==> src/rtl/bip_loader_ctrl_if.sv <==
// Bus bundle between the BIP program loader and its surroundings: the UART rx/tx
// handshakes, the instruction-memory write port and the CPU run control.
// The master modport is the loader side. The slave modport is the environment
// side (UART pair, CPU, instruction memory).
interface bip_loader_ctrl_if #(
  parameter int DATA_WIDTH     = 16,
  parameter int UART_DATA_SIZE = 8,
  parameter int ADDR_WIDTH     = 11
);
  // UART receiver side
  logic [UART_DATA_SIZE-1:0] i_rx_data;
  logic                      i_rx_done;
  // UART transmitter side
  logic [UART_DATA_SIZE-1:0] o_tx_data;
  logic                      o_tx_start;
  logic                      i_tx_done;
  // Instruction memory write port
  logic                      o_imem_we;
  logic [ADDR_WIDTH-1:0]     o_imem_addr;
  logic [DATA_WIDTH-1:0]     o_imem_data;
  // CPU control and result
  logic                      o_cpu_rst;
  logic                      o_cpu_en;
  logic                      i_cpu_halt;
  logic [DATA_WIDTH-1:0]     i_acc;

  modport master (
    input  i_rx_data, i_rx_done, i_tx_done, i_cpu_halt, i_acc,
    output o_tx_data, o_tx_start, o_imem_we, o_imem_addr, o_imem_data,
           o_cpu_rst, o_cpu_en
  );

  modport slave (
    output i_rx_data, i_rx_done, i_tx_done, i_cpu_halt, i_acc,
    input  o_tx_data, o_tx_start, o_imem_we, o_imem_addr, o_imem_data,
           o_cpu_rst, o_cpu_en
  );
endinterface

==> src/rtl/bip_loader_ctrl.sv <==
// UART-side sequencer for the BIP core.
// It loads a program received as a byte stream into instruction memory. On the
// 'R' command it runs the CPU until halt, then returns the accumulator and the
// elapsed cycle count as four bytes. The CPU is held in reset outside RUN.
// Optional feature macro: LOADER_ACK_EN. When it is defined, each completed load
// is acknowledged with a single 0x06 byte sent from an extra ACK state.
module bip_loader_ctrl #(
  parameter int DATA_WIDTH     = 16,
  parameter int UART_DATA_SIZE = 8,
  parameter int INS_MEM_DEPTH  = 2048,
  parameter int ADDR_WIDTH     = 11
) (
  input  logic             i_clk,
  input  logic             i_rst,
  bip_loader_ctrl_if.master bus
);

  localparam logic [3:0] S_IDLE  = 4'd0;
  localparam logic [3:0] S_LEN_H = 4'd1;
  localparam logic [3:0] S_LEN_L = 4'd2;
  localparam logic [3:0] S_INS_H = 4'd3;
  localparam logic [3:0] S_INS_L = 4'd4;
  localparam logic [3:0] S_WRITE = 4'd5;
  localparam logic [3:0] S_RUN   = 4'd6;
  localparam logic [3:0] S_TX    = 4'd7;
`ifdef LOADER_ACK_EN
  localparam logic [3:0] S_ACK   = 4'd8;
`endif

  localparam logic [UART_DATA_SIZE-1:0] CMD_LOAD = UART_DATA_SIZE'(8'h4C);
  localparam logic [UART_DATA_SIZE-1:0] CMD_RUN  = UART_DATA_SIZE'(8'h52);
  localparam int                        LEN_W    = 2 * UART_DATA_SIZE;

  logic [3:0]                state;
  logic [UART_DATA_SIZE-1:0] len_hi;     // N[15:8] while the length is being received
  logic [LEN_W-1:0]          count;      // words still to be written
  logic [ADDR_WIDTH-1:0]     addr;       // next instruction-memory write address
  logic [UART_DATA_SIZE-1:0] ins_hi;     // high byte of the word being assembled
  logic [15:0]               cyc;        // RUN cycle counter, saturating
  logic [7:0]                acc_lo;     // low accumulator byte kept for the second tx byte
  logic [1:0]                tx_idx;     // index of the result byte currently being sent

  logic [LEN_W-1:0]          len_word;
  logic [ADDR_WIDTH-1:0]     addr_inc;
  logic [15:0]               cyc_inc;
  logic [7:0]                tx_next_byte;
  logic                      load_finish;

  // Derived values: full length word, wrapping address, saturating cycle count,
  // the byte that follows the current result byte, and the load-complete condition.
  always_comb begin
    len_word     = {len_hi, bus.i_rx_data};
    addr_inc     = (addr == ADDR_WIDTH'(INS_MEM_DEPTH - 1)) ? '0 : addr + 1'b1;
    cyc_inc      = (cyc == 16'hFFFF) ? cyc : cyc + 16'd1;
    tx_next_byte = 8'h00;
    case (tx_idx)
      2'd0:    tx_next_byte = acc_lo;
      2'd1:    tx_next_byte = cyc[15:8];
      default: tx_next_byte = cyc[7:0];
    endcase
    load_finish = ((state == S_LEN_L) && bus.i_rx_done && (len_word == '0)) ||
                  ((state == S_WRITE) && (count == LEN_W'(1)));
  end

  // Main sequencer: protocol FSM plus all registered outputs.
  always_ff @(posedge i_clk or negedge i_rst) begin
    if (!i_rst) begin
      state           <= S_IDLE;
      len_hi          <= '0;
      count           <= '0;
      addr            <= '0;
      ins_hi          <= '0;
      cyc             <= '0;
      acc_lo          <= '0;
      tx_idx          <= '0;
      bus.o_tx_data   <= '0;
      bus.o_tx_start  <= 1'b0;
      bus.o_imem_we   <= 1'b0;
      bus.o_imem_addr <= '0;
      bus.o_imem_data <= '0;
      bus.o_cpu_rst   <= 1'b1;
      bus.o_cpu_en    <= 1'b0;
    end else begin
      // Strobes are single-cycle unless re-asserted below.
      bus.o_imem_we  <= 1'b0;
      bus.o_tx_start <= 1'b0;

      case (state)
        S_IDLE: begin
          if (bus.i_rx_done) begin
            if (bus.i_rx_data == CMD_LOAD) begin
              state <= S_LEN_H;
            end else if (bus.i_rx_data == CMD_RUN) begin
              state        <= S_RUN;
              cyc          <= '0;
              bus.o_cpu_rst <= 1'b0;
              bus.o_cpu_en  <= 1'b1;
            end
          end
        end

        S_LEN_H: begin
          if (bus.i_rx_done) begin
            len_hi <= bus.i_rx_data;
            state  <= S_LEN_L;
          end
        end

        S_LEN_L: begin
          if (bus.i_rx_done) begin
            count <= len_word;
            addr  <= '0;
            // A zero length finishes here; load_finish picks the exit state.
            state <= (len_word == '0) ? S_IDLE : S_INS_H;
          end
        end

        S_INS_H: begin
          if (bus.i_rx_done) begin
            ins_hi <= bus.i_rx_data;
            state  <= S_INS_L;
          end
        end

        S_INS_L: begin
          if (bus.i_rx_done) begin
            bus.o_imem_we   <= 1'b1;
            bus.o_imem_addr <= addr;
            bus.o_imem_data <= DATA_WIDTH'({ins_hi, bus.i_rx_data});
            state           <= S_WRITE;
          end
        end

        // The write strobe is visible during this cycle; bytes arriving now are dropped.
        S_WRITE: begin
          addr  <= addr_inc;
          count <= count - LEN_W'(1);
          state <= (count == LEN_W'(1)) ? S_IDLE : S_INS_H;
        end

        S_RUN: begin
          // The count includes the cycle in which halt is sampled.
          cyc <= cyc_inc;
          if (bus.i_cpu_halt) begin
            acc_lo         <= bus.i_acc[7:0];
            bus.o_cpu_en   <= 1'b0;
            bus.o_cpu_rst  <= 1'b1;
            bus.o_tx_start <= 1'b1;
            bus.o_tx_data  <= UART_DATA_SIZE'(bus.i_acc[15:8]);
            tx_idx         <= 2'd0;
            state          <= S_TX;
          end
        end

        S_TX: begin
          if (bus.i_tx_done) begin
            if (tx_idx == 2'd3) begin
              state <= S_IDLE;
            end else begin
              tx_idx         <= tx_idx + 2'd1;
              bus.o_tx_start <= 1'b1;
              bus.o_tx_data  <= UART_DATA_SIZE'(tx_next_byte);
            end
          end
        end

`ifdef LOADER_ACK_EN
        S_ACK: begin
          if (bus.i_tx_done) begin
            state <= S_IDLE;
          end
        end
`endif

        default: state <= S_IDLE;
      endcase

      // Completion of a load, either by the last write or by a zero length.
      if (load_finish) begin
`ifdef LOADER_ACK_EN
        state          <= S_ACK;
        bus.o_tx_start <= 1'b1;
        bus.o_tx_data  <= UART_DATA_SIZE'(8'h06);
`else
        state <= S_IDLE;
`endif
      end
    end
  end

endmodule

==> src/flat_wrapper.sv <==
// flat-port wrapper written by rule: the top's interface ports become plain ports
module bip_loader_ctrl_flat 
#(
  parameter int DATA_WIDTH     = 16,
  parameter int UART_DATA_SIZE = 8,
  parameter int INS_MEM_DEPTH  = 2048,
  parameter int ADDR_WIDTH     = 11
)
  (i_clk, i_rst, bus_i_rx_data, bus_i_rx_done, bus_i_tx_done, bus_i_cpu_halt, bus_i_acc, bus_o_tx_data, bus_o_tx_start, bus_o_imem_we, bus_o_imem_addr, bus_o_imem_data, bus_o_cpu_rst, bus_o_cpu_en);
  bip_loader_ctrl_if #(.DATA_WIDTH(DATA_WIDTH), .UART_DATA_SIZE(UART_DATA_SIZE), .ADDR_WIDTH(ADDR_WIDTH)) bus_i ();
  input  logic i_clk;
  input  logic i_rst;
  input wire logic [$bits(bus_i.i_rx_data)-1:0] bus_i_rx_data;
  input wire logic [$bits(bus_i.i_rx_done)-1:0] bus_i_rx_done;
  input wire logic [$bits(bus_i.i_tx_done)-1:0] bus_i_tx_done;
  input wire logic [$bits(bus_i.i_cpu_halt)-1:0] bus_i_cpu_halt;
  input wire logic [$bits(bus_i.i_acc)-1:0] bus_i_acc;
  output wire logic [$bits(bus_i.o_tx_data)-1:0] bus_o_tx_data;
  output wire logic [$bits(bus_i.o_tx_start)-1:0] bus_o_tx_start;
  output wire logic [$bits(bus_i.o_imem_we)-1:0] bus_o_imem_we;
  output wire logic [$bits(bus_i.o_imem_addr)-1:0] bus_o_imem_addr;
  output wire logic [$bits(bus_i.o_imem_data)-1:0] bus_o_imem_data;
  output wire logic [$bits(bus_i.o_cpu_rst)-1:0] bus_o_cpu_rst;
  output wire logic [$bits(bus_i.o_cpu_en)-1:0] bus_o_cpu_en;
  assign bus_i.i_rx_data = bus_i_rx_data;
  assign bus_i.i_rx_done = bus_i_rx_done;
  assign bus_i.i_tx_done = bus_i_tx_done;
  assign bus_i.i_cpu_halt = bus_i_cpu_halt;
  assign bus_i.i_acc = bus_i_acc;
  assign bus_o_tx_data = bus_i.o_tx_data;
  assign bus_o_tx_start = bus_i.o_tx_start;
  assign bus_o_imem_we = bus_i.o_imem_we;
  assign bus_o_imem_addr = bus_i.o_imem_addr;
  assign bus_o_imem_data = bus_i.o_imem_data;
  assign bus_o_cpu_rst = bus_i.o_cpu_rst;
  assign bus_o_cpu_en = bus_i.o_cpu_en;
  bip_loader_ctrl #(.DATA_WIDTH(DATA_WIDTH), .UART_DATA_SIZE(UART_DATA_SIZE), .INS_MEM_DEPTH(INS_MEM_DEPTH), .ADDR_WIDTH(ADDR_WIDTH)) u_core (.i_clk(i_clk), .i_rst(i_rst), .bus(bus_i));
endmodule
==> config.mk <==
export PLATFORM = sky130hd
export DESIGN_NAME = bip_loader_ctrl_flat
export DESIGN_NICKNAME = d
export VERILOG_FILES = /design/src/rtl/bip_loader_ctrl_if.sv /design/src/rtl/bip_loader_ctrl.sv /design/src/flat_wrapper.sv
export SDC_FILE = /design/constraint.sdc
export NUM_CORES = 1
export LEC_CHECK = 0
export ABC_AREA = 1
export BUFFER_PORTS_ARGS = -buffer_cell sky130_fd_sc_hd__buf_2
export CAP_MARGIN = 40
export CORE_UTILIZATION = 59
export DETAILED_ROUTE_END_ITERATION = 6
export MAX_ROUTING_LAYER = met4
export PLACE_DENSITY = 0.92
export SYNTH_ARGS = -nofsm -noshare
export SYNTH_HDL_FRONTEND = slang
export SYNTH_SLANG_ARGS = --single-unit
==> constraint.sdc <==
create_clock -name i_clk -period 1.8 [get_ports i_clk]
set_input_delay 0.18 -clock i_clk [delete_from_list [all_inputs] [get_ports i_clk]]
set_output_delay 0.18 -clock i_clk [all_outputs]
set_load 0.1 [all_outputs]
==> metrics, run 1 <==
Starting Density=61.87%; # clock sinks=111; Seq cells post-synth=roughly 110; max_cap viols=0; mapped cell area=5798 um2; vias=between 5000 and 6000; clk_lat worst skew=about 0.37 ns; ranking of synthesized cells by area=dfrtp_1, nand2_1, o21ai_0; # fillers=between 700 and 800; initial antenna violation count=0; Slew Viols, Final=0; HPWL Detailed=10.03 mm; GRT Util Overall=29.20%; DRT iter0 DRCs=419; TritonRoute pass-1 iters=5; Worst-Margin Slew=0.4861 ns; fin crit period=1.668 ns; first-pass GRT wire length=about 23 mm; IO buf count=67; clk buf depth=2; CTS H-tree lvls=3; io pins=~70; full die area=~10000 um2; worst path buffer plus inverter count=1; Post-Syn Nets=between 700 and 800; Crit path largest cell delay=0.39 ns; ant diodes=0; Clock Skew=0.007493 ns; core box area=around 9400 um2; Die W=101.1 um; Worst Setup End Kind=register; Rows=35; Area Growth Syn to Fin=11.63%; post-synthesis instance total=roughly 730; CP Data Required Time=2.05 ns; number of distinct library cells after synthesis=37; R2R cell count=7; drt total wl=about 14 mm; routability cong.=~1; Setup CP Type=reg2reg; CP delay by family, top=simple AND/OR/NAND/NOR gates; post-synthesis area per instance=about 7.9 um2; Rel. slew slack=roughly 68%; asr flop ratio synth=between 90% and 100%; Crit Path Max Fanout=6; critical path depth in cells=7; CTS buffer count=9; clock slew at reported path FFs=approximately 0.1 ns; ys flop type=dfrtp_1; status=complete, no violations; min-delay worst type=in2reg; Final setup violation count=0; wire length per cell=about 14 um; post-synthesis sequential area ratio=a little under half; vias in the first global route=~4900; YS warnings=0; arrival time at the worst endpoint=around 1.9 ns; final hold slack=0.01306 ns; pwr/cell area=1916 nW/um2; crit path cell chain=ha_1 -> nand3_1 -> nor3_1 -> nand4_1 -> buf_4 -> nand4_1 -> o21ai_0; Achievable Freq=~600 MHz; Yosys top cell area share=~47%; vias per cell=between 5 and 6; most common cell after layout, fill and taps aside=nand2_1; Residual DRC=0; CP most frequent cell=nand4_1; fin area=approximately 6500 um2; CTS tree=built; slowest CP cell=dfrtp_1; footprint of the multi-input gates=approximately 2600 um2; largest net degree at the start of global routing=50; EDFF count, synth=0; Final Cycle Share=about 93%; sequential cell area=roughly 2800 um2; share of cells above drive strength 1=between 10% and 20%; peak supply drop=1.165 mV; Routed Antenna Nets=0; setup TNS=0 ns; Hold Path Stages=3; Leakage=3.139 nW; Final Power=between 10 and 15 mW; die height=101.1 um; most frequent cells in the layout=nand2_1, dfrtp_1, o21ai_0; final global-route overflow total=0; Final nets=between 800 and 900; Fin. Hold Viols=0; CTS root buf=clkbuf_8; RSZ-0062 raised after global routing=false; DP Area=between 6000 and 7000 um2; Setup crit start kind=register; post-synth top area cell=dfrtp_1
[flip-flops by register name (all words and copies together), names as in the netlist]
register and count:
u_core.bus.o_imem_data 16, u_core.count 16, u_core.cyc 16, u_core.addr 11, u_core.bus.o_imem_addr 11, u_core.acc_lo 8
u_core.bus.o_tx_data 8, u_core.ins_hi 8, u_core.len_hi 8, u_core.state 3, u_core.tx_idx 2, u_core.bus.o_cpu_en 1
u_core.bus.o_cpu_rst 1, u_core.bus.o_imem_we 1, u_core.bus.o_tx_start 1
[metrics by stage]
step | util [%] | setup slack, ns | std cells
6_report | 69.07 | 0.1322 | 938
4_1_cts | 68.79 | 0.01451 | 937
3_3_place_gp | 66.81 | 0.1153 | 921
5_1_grt | 69.07 | 0.0007607 | 938
3_5_place_dp | 66.81 | 0.02271 | 921
2_1_floorplan | - | 0.2723 | 734
[where the power goes]
part | leakage (nW) | total (mW) | internal, mW | switching, mW
Sequential | 1.43 | 4.40 | 3.52 | 0.874
Clock | 0.0857 | 1.37 | 0.577 | 0.795
Combinational | 1.62 | 6.63 | 1.44 | 5.20
[worst paths after layout]
kind                                                    endpoint  slack [ns]                             startpoint
min in group asynchronous             u_core.addr[2]$_DFFE_PN0P_        0.30                                  i_rst
min                                 u_core.acc_lo[1]$_DFFE_PN0P_        0.01                           bus_i_acc[1]
min reg2reg                u_core.bus.o_imem_addr[6]$_DFFE_PN0P_        0.47  u_core.bus.o_imem_addr[6]$_DFFE_PN0P_
max in group asynchronous       u_core.bus.o_cpu_rst$_DFFE_PN1P_        0.86                                  i_rst
max                                   u_core.addr[3]$_DFFE_PN0P_        0.13             u_core.addr[1]$_DFFE_PN0P_
max reg2reg                           u_core.addr[3]$_DFFE_PN0P_        0.13             u_core.addr[1]$_DFFE_PN0P_
[worst reg2reg max path: cells and delay by family (launching register included)]
| family | cells | cell delay [ns] |
|---|---|---|
| adder cells (fa/ha/maj) | 1 | 0.24 |
| AO/OA/AOI/OAI | 1 | 0.09 |
| flip-flops | 1 | 0.39 |
| buffers and inverters | 1 | 0.18 |
| AND/OR/NAND/NOR | 4 | 0.64 |
[cell families after synthesis]
family                   synth area share [%]
flip-flops                              47.93
AO/OA/AOI/OAI                           11.74
adder cells (fa/ha/maj)                 1.511
XOR/XNOR                                1.964
buffers and inverters                   7.380
AND/OR/NAND/NOR                         29.48
[area by class of cell]
class / count / share of cell area, %
sequential: 111 / 42.99
multi-input combinational: 527 / 40.23
timing repair buffer: 81 / 7.075
inverter: 75 / 4.504
tap: 129 / 2.494
clock buffer: 13 / 2.455
clock inverter: 2 / 0.2513
[synthesized netlist by cell type (5+ instances only)]
cell and instances:
nor3_1 9, o2111ai_1 5, o21ai_0 75, a21oi_1 9, inv_2 9, nand2_1 237, o211ai_1 6, nor2_1 60
nand3_1 47, buf_6 6, ha_1 7, xor2_1 11, dfrtp_1 110, inv_1 63, nand4_1 14, buf_2 9
clkbuf_1 5, o21ai_1 10
[layer usage]
metal	track usage, %	part of all wire [%]	vias up
met2	44.58	47	243
met5	-	0	-
met3	5.797	7.7	28
met1	39.03	44	2436
met4	10.26	1.6	0
li1	-	-	2525
[what timing repair did]
action | CTS | global route
setup endpoints to repair | 0 | 58
hold endpoints to repair | 31 | 0
buffers inserted | 0 | 1
resized for setup | 0 | 8
hold buffers | 1 | 0
Note: power is estimated with default switching activity, not from simulation.
==> run 2, diff against run 1 <==
--- a/config.mk
+++ b/config.mk
@@ -6,12 +6,12 @@
 export NUM_CORES = 1
 export LEC_CHECK = 0
 export ABC_AREA = 1
-export BUFFER_PORTS_ARGS = -buffer_cell sky130_fd_sc_hd__buf_2
 export CAP_MARGIN = 40
-export CORE_UTILIZATION = 59
+export CORE_UTILIZATION = 64
 export DETAILED_ROUTE_END_ITERATION = 6
+export DONT_BUFFER_PORTS = 1
 export MAX_ROUTING_LAYER = met4
-export PLACE_DENSITY = 0.92
+export PLACE_DENSITY = 0.91
 export SYNTH_ARGS = -nofsm -noshare
 export SYNTH_HDL_FRONTEND = slang
 export SYNTH_SLANG_ARGS = --single-unit
==> metrics, run 2 (same netlist as run 1, synthesis figures left out) <==
largest net degree at the start of global routing=112; TritonRoute pass-1 iters=6; vias in the first global route=between 5000 and 6000; final global-route overflow total=0; core box area=between 8000 and 9000 um2; CP Data Required Time=2.04 ns; pwr/cell area=slightly below 2000 nW/um2; max_cap viols=0; IO buf count=0; Crit Path Max Fanout=16; die height=roughly 97 um; Fin. Hold Viols=111; Residual DRC=0; arrival time at the worst endpoint=1.92 ns; Rel. slew slack=64.04%; wire length per cell=about 16 um; first-pass GRT wire length=~24 mm; biggest regs=u_core.bus.o_imem_data (16), u_core.count (16), u_core.cyc (16); CP Launch Point=u_core.state[0]$_DFFE_PN0P_; Slew Viols, Final=0; Final Power=roughly 13 mW; routability cong.=between 0.9 and 1; HPWL Detailed=~10 mm; DP Area=slightly above 6000 um2; Leakage=slightly above 3 nW; hold_buf cts=11; # clock sinks=111; peak supply drop=roughly 1.1 mV; vias=approximately 5300; GRT Util Overall=32.57%; fin area=~6500 um2; CTS H-tree lvls=3; share of cells above drive strength 1=between 10 and 15%; dpl ws=roughly 0.011 ns; DRT iter0 DRCs=521; clk buf depth=2; fin crit period=~1.7 ns; Setup CP Type=reg2reg; most common cell after layout, fill and taps aside=nand2_1; Rows=34; Worst Setup End Kind=register; Achievable Freq=between 500 and 600 MHz; Setup crit start kind=register; violations in the final reports=hold timing; CTS buffer count=9; ant diodes=0; Die W=97.18 um; drt total wl=around 14 mm; Placed Cells=slightly below 900; final hold slack=-0.5231 ns; vias per cell=just under 6; setup TNS=0 ns; Final WS setup=~0.13 ns; Starting Density=roughly 66%; Final nets=slightly above 800; Final setup violation count=0; CTS root buf=clkbuf_8; Routed Antenna Nets=0; most frequent cells in the layout=nand2_1, dfrtp_1, o21ai_0; Crit Reg-Reg Startpoint=u_core.state[0]$_DFFE_PN0P_; min-delay worst type=in2async; initial antenna violation count=0; status=finished, violations left; Area Growth Syn to Fin=12.30%; Final Non-Filler Cells=898; Clock Skew=about 0.013 ns; RSZ-0062 raised after global routing=false; Final Cycle Share=between 90% and 100%; Final Util=between 70% and 80%; io pins=68; Worst-Margin Slew=roughly 0.54 ns; full die area=around 9400 um2; clk_lat worst skew=0.38 ns; clock slew at reported path FFs=0.11 ns; CTS tree=built
-- run 2: power breakdown --
part           internal, mW  switching (mW)  leakage (nW)  total (mW)
clock                 0.673           0.897         0.104        1.57
sequential             3.52           0.909          1.43        4.43
combinational          1.65            5.24          1.55        6.88
total                  5.84            7.05          3.08        12.9
-- run 2: repair_timing --
item / in CTS / in global routing
cloned: 0 / 0
setup endpoints to repair: 1 / 71
buffers inserted: 1 / 2
hold endpoints to repair: 122 / 111
pin swaps: 1 / 0
resized for setup: 0 / 12
-- run 2: path summary, 6_finish.rpt --
kind / to / slack (ns) / cells past startpoint
min reg2reg: u_core.bus.o_imem_data[13]$_DFFE_PN0P_ / 0.48 / 2
max reg2reg: u_core.len_hi[1]$_DFFE_PN0P_ / 0.13 / 5
min in group i_clk: u_core.count[1]$_DFFE_PN0P_ / 0.01 / 2
max in group asynchronous: u_core.bus.o_cpu_rst$_DFFE_PN1P_ / 2.10 / 0
max: u_core.len_hi[1]$_DFFE_PN0P_ / 0.13 / 5
min: u_core.bus.o_imem_addr[4]$_DFFE_PN0P_ / -0.52 / 0
-- run 2: layer usage --
metal / vias to the layer above / track usage, % / part of all wire, %
met2: 297 / 49.40 / 46
li1: 2474 / - / -
met4: 0 / 14.24 / 3.4
met3: 46 / 6.403 / 9.0
met5: - / - / 0
met1: 2530 / 42.86 / 41
-- run 2: worst max-delay path, cell delays in order (launching register included) --
cell     delay [ns]
dfrtp_2        0.55
inv_4          0.07
nor3_1         0.29
nand2_1        0.36
nand2_1        0.17
o21ai_0        0.10
-- run 2: cell type report --
cell class	count	area, um2
sequential	111	2784
multi-input combinational	527	2611
fill	628	2252
timing repair buffer	61	485.5
inverter	75	291.5
tap	108	135.1
clock buffer	10	127.6
clock inverter	6	76.32
==> run 3, diff against run 2 <==
==> constraint.sdc (replaced) <==
create_clock -name i_clk -period 1.8 [get_ports i_clk]
set_input_delay 0.09 -clock i_clk [delete_from_list [all_inputs] [get_ports i_clk]]
set_output_delay 0.09 -clock i_clk [all_outputs]
set_load 0.1 [all_outputs]
==> metrics, run 3 (same netlist as run 1, synthesis figures left out) <==
status=finished, violations left; violations in the final reports=hold timing; DRT iter0 DRCs=between 500 and 600; IO buf count=0; Slew Viols, Final=0; Clk pwr share=around 11%; sequential share of power=34.1%; Worst-Margin Slew=0.5154 ns; WL met1=about 6.3 mm; # fillers=just under 600; TritonRoute pass-1 iters=5; CTS tree=built; Top Layer Used=met4; fin crit period=roughly 1.7 ns; most frequent cells in the layout=nand2_1, dfrtp_1, o21ai_0; largest net degree at the start of global routing=approximately 110; pwr/cell area=just under 2000 nW/um2; R2R cell count=7; CTS root buf=clkbuf_8; Area Growth Syn to Fin=13.70%; Rows=34; Final Non-Filler Cells=approximately 910; Met2 Wirelength=approximately 7.0 mm; most common cell after layout, fill and taps aside=nand2_1; HPWL Detailed=a little over 10 mm; Final setup violation count=0; wire length per cell=about 17 um; Placed Cells=between 800 and 900; hold_buf cts=22; Worst Setup End Kind=register; biggest regs=u_core.bus.o_imem_data (16), u_core.count (16), u_core.cyc (16); Fin. Hold Viols=between 100 and 150; Leakage=approximately 3.1 nW; clk buf depth=2; full die area=approximately 9400 um2; # clock sinks=around 110; Final nets=832; routability cong.=around 0.94; Final Cycle Share=a little over nine tenths; Worst R2R Setup Slack=0.07 ns; drt total wl=15.21 mm; initial antenna violation count=0; Gate power share=a little under three fifths; Die W=between 90 and 100 um; Routed Antenna Nets=0; core box area=just under 9000 um2; Psw=~7.1 mW; vias in the first global route=approximately 5300; clock slew at reported path FFs=0.12 ns; GRT Util Overall=approximately a third; dpl ws=0.03089 ns; CP Data Required Time=between 2 and 2.5 ns; CTS H-tree lvls=3; clk_lat worst skew=~0.38 ns; Crit Path Max Fanout=4; io pins=68; peak supply drop=about 1.3 mV; routed wl met3=between 1 and 1.5 mm; Final WS setup=between 0.06 and 0.07 ns; final hold slack=-0.6051 ns; internal power=between 5 and 6 mW; max_cap viols=0; CTS buffer count=9; sw frac=55.51%; final global-route overflow total=0; arrival time at the worst endpoint=roughly 2.0 ns; share of cells above drive strength 1=~14%; Final Power=between 10 and 15 mW; vias=about 5400; vias per cell=about 6; Clock Skew=~0.022 ns; first-pass GRT wire length=25.32 mm; Setup CP Type=reg2reg; Starting Density=~66%; Rel. slew slack=between 60% and 70%; min-delay worst type=in2async; Setup crit start kind=register; die height=around 97 um; setup TNS=0 ns; Residual DRC=0; ant diodes=0; Achievable Freq=~580 MHz
-- run 3: cell types whose count changed in the layout (fill, tap and decap cells not counted), sizes merged --
cell | previous run | this run
dlygate4sd3 | 11 | 22
clkinv | 1 | 3
bufinv | 1 | 0
inv | 79 | 77
clkbuf | 10 | 9
clkinvlp | 0 | 1
-- run 3: cell type report --
cell class	instances	area, um2	area share (%)
flip-flops and latches	111	2783	42.21
clock inverters	6	46.29	0.7022
clock buffers	9	123.9	1.879
well taps	108	135.1	2.050
inverters	75	291.5	4.422
repair buffers	72	595.6	9.034
multi-input cells	527	2618	39.70
-- run 3: final timing paths --
| path | start | endpoint |
|---|---|---|
| max in group asynchronous | i_rst | u_core.bus.o_cpu_rst$_DFFE_PN1P_ |
| setup / recovery | u_core.addr[1]$_DFFE_PN0P_ | u_core.addr[5]$_DFFE_PN0P_ |
| hold reg to reg | u_core.bus.o_cpu_rst$_DFFE_PN1P_ | u_core.bus.o_cpu_rst$_DFFE_PN1P_ |
| setup reg to reg | u_core.addr[1]$_DFFE_PN0P_ | u_core.addr[5]$_DFFE_PN0P_ |
| min in group i_clk | bus_i_rx_data[3] | u_core.ins_hi[3]$_DFFE_PN0P_ |
| hold / removal | i_rst | u_core.acc_lo[7]$_DFFE_PN0P_ |
-- run 3: power by group through the flow --
stage / registers (mW) / logic, mW / clock network, mW
3_3_place_gp: 4.30 / 6.58 / 0
2_1_floorplan: 6.95 / 2.76 / 0
3_5_place_dp: 4.36 / 6.82 / 0
4_1_cts: 4.31 / 6.89 / 1.39
5_1_grt: 4.48 / 7.50 / 1.50
6_report: 4.37 / 7.05 / 1.40
-- run 3: repair_timing --
| item | 4_1_cts | 5_1_grt |
|---|---|---|
| gates resized for setup | 0 | 11 |
| setup buffers | 2 | 0 |
| pin swaps | 1 | 1 |
| setup endpoints to repair | 1 | 71 |
| hold endpoints to repair | 142 | 111 |
-- run 3: critical path: stages, from the launching register on --
cell and delay, ns:
dfrtp_1 0.41, ha_2 0.25, nand3_1 0.18, nor3_2 0.24
nand4_1 0.16, buf_4 0.17, nand4_1 0.09, o21ai_0 0.11
-- run 3: stage by stage --
step,util (%),area [um2]
after global routing,75.23,6593
after CTS,74.86,6560
after global placement,70.23,6155
final,75.23,6593
after detailed placement,70.23,6155
after floorplan,-,5798
-- run 3: routing by layer --
metal	track usage (%)	up-vias
li1	-	2502
met1	45.64	2538
met2	52.00	332
met3	4.820	62
met4	18.25	0
met5	-	-
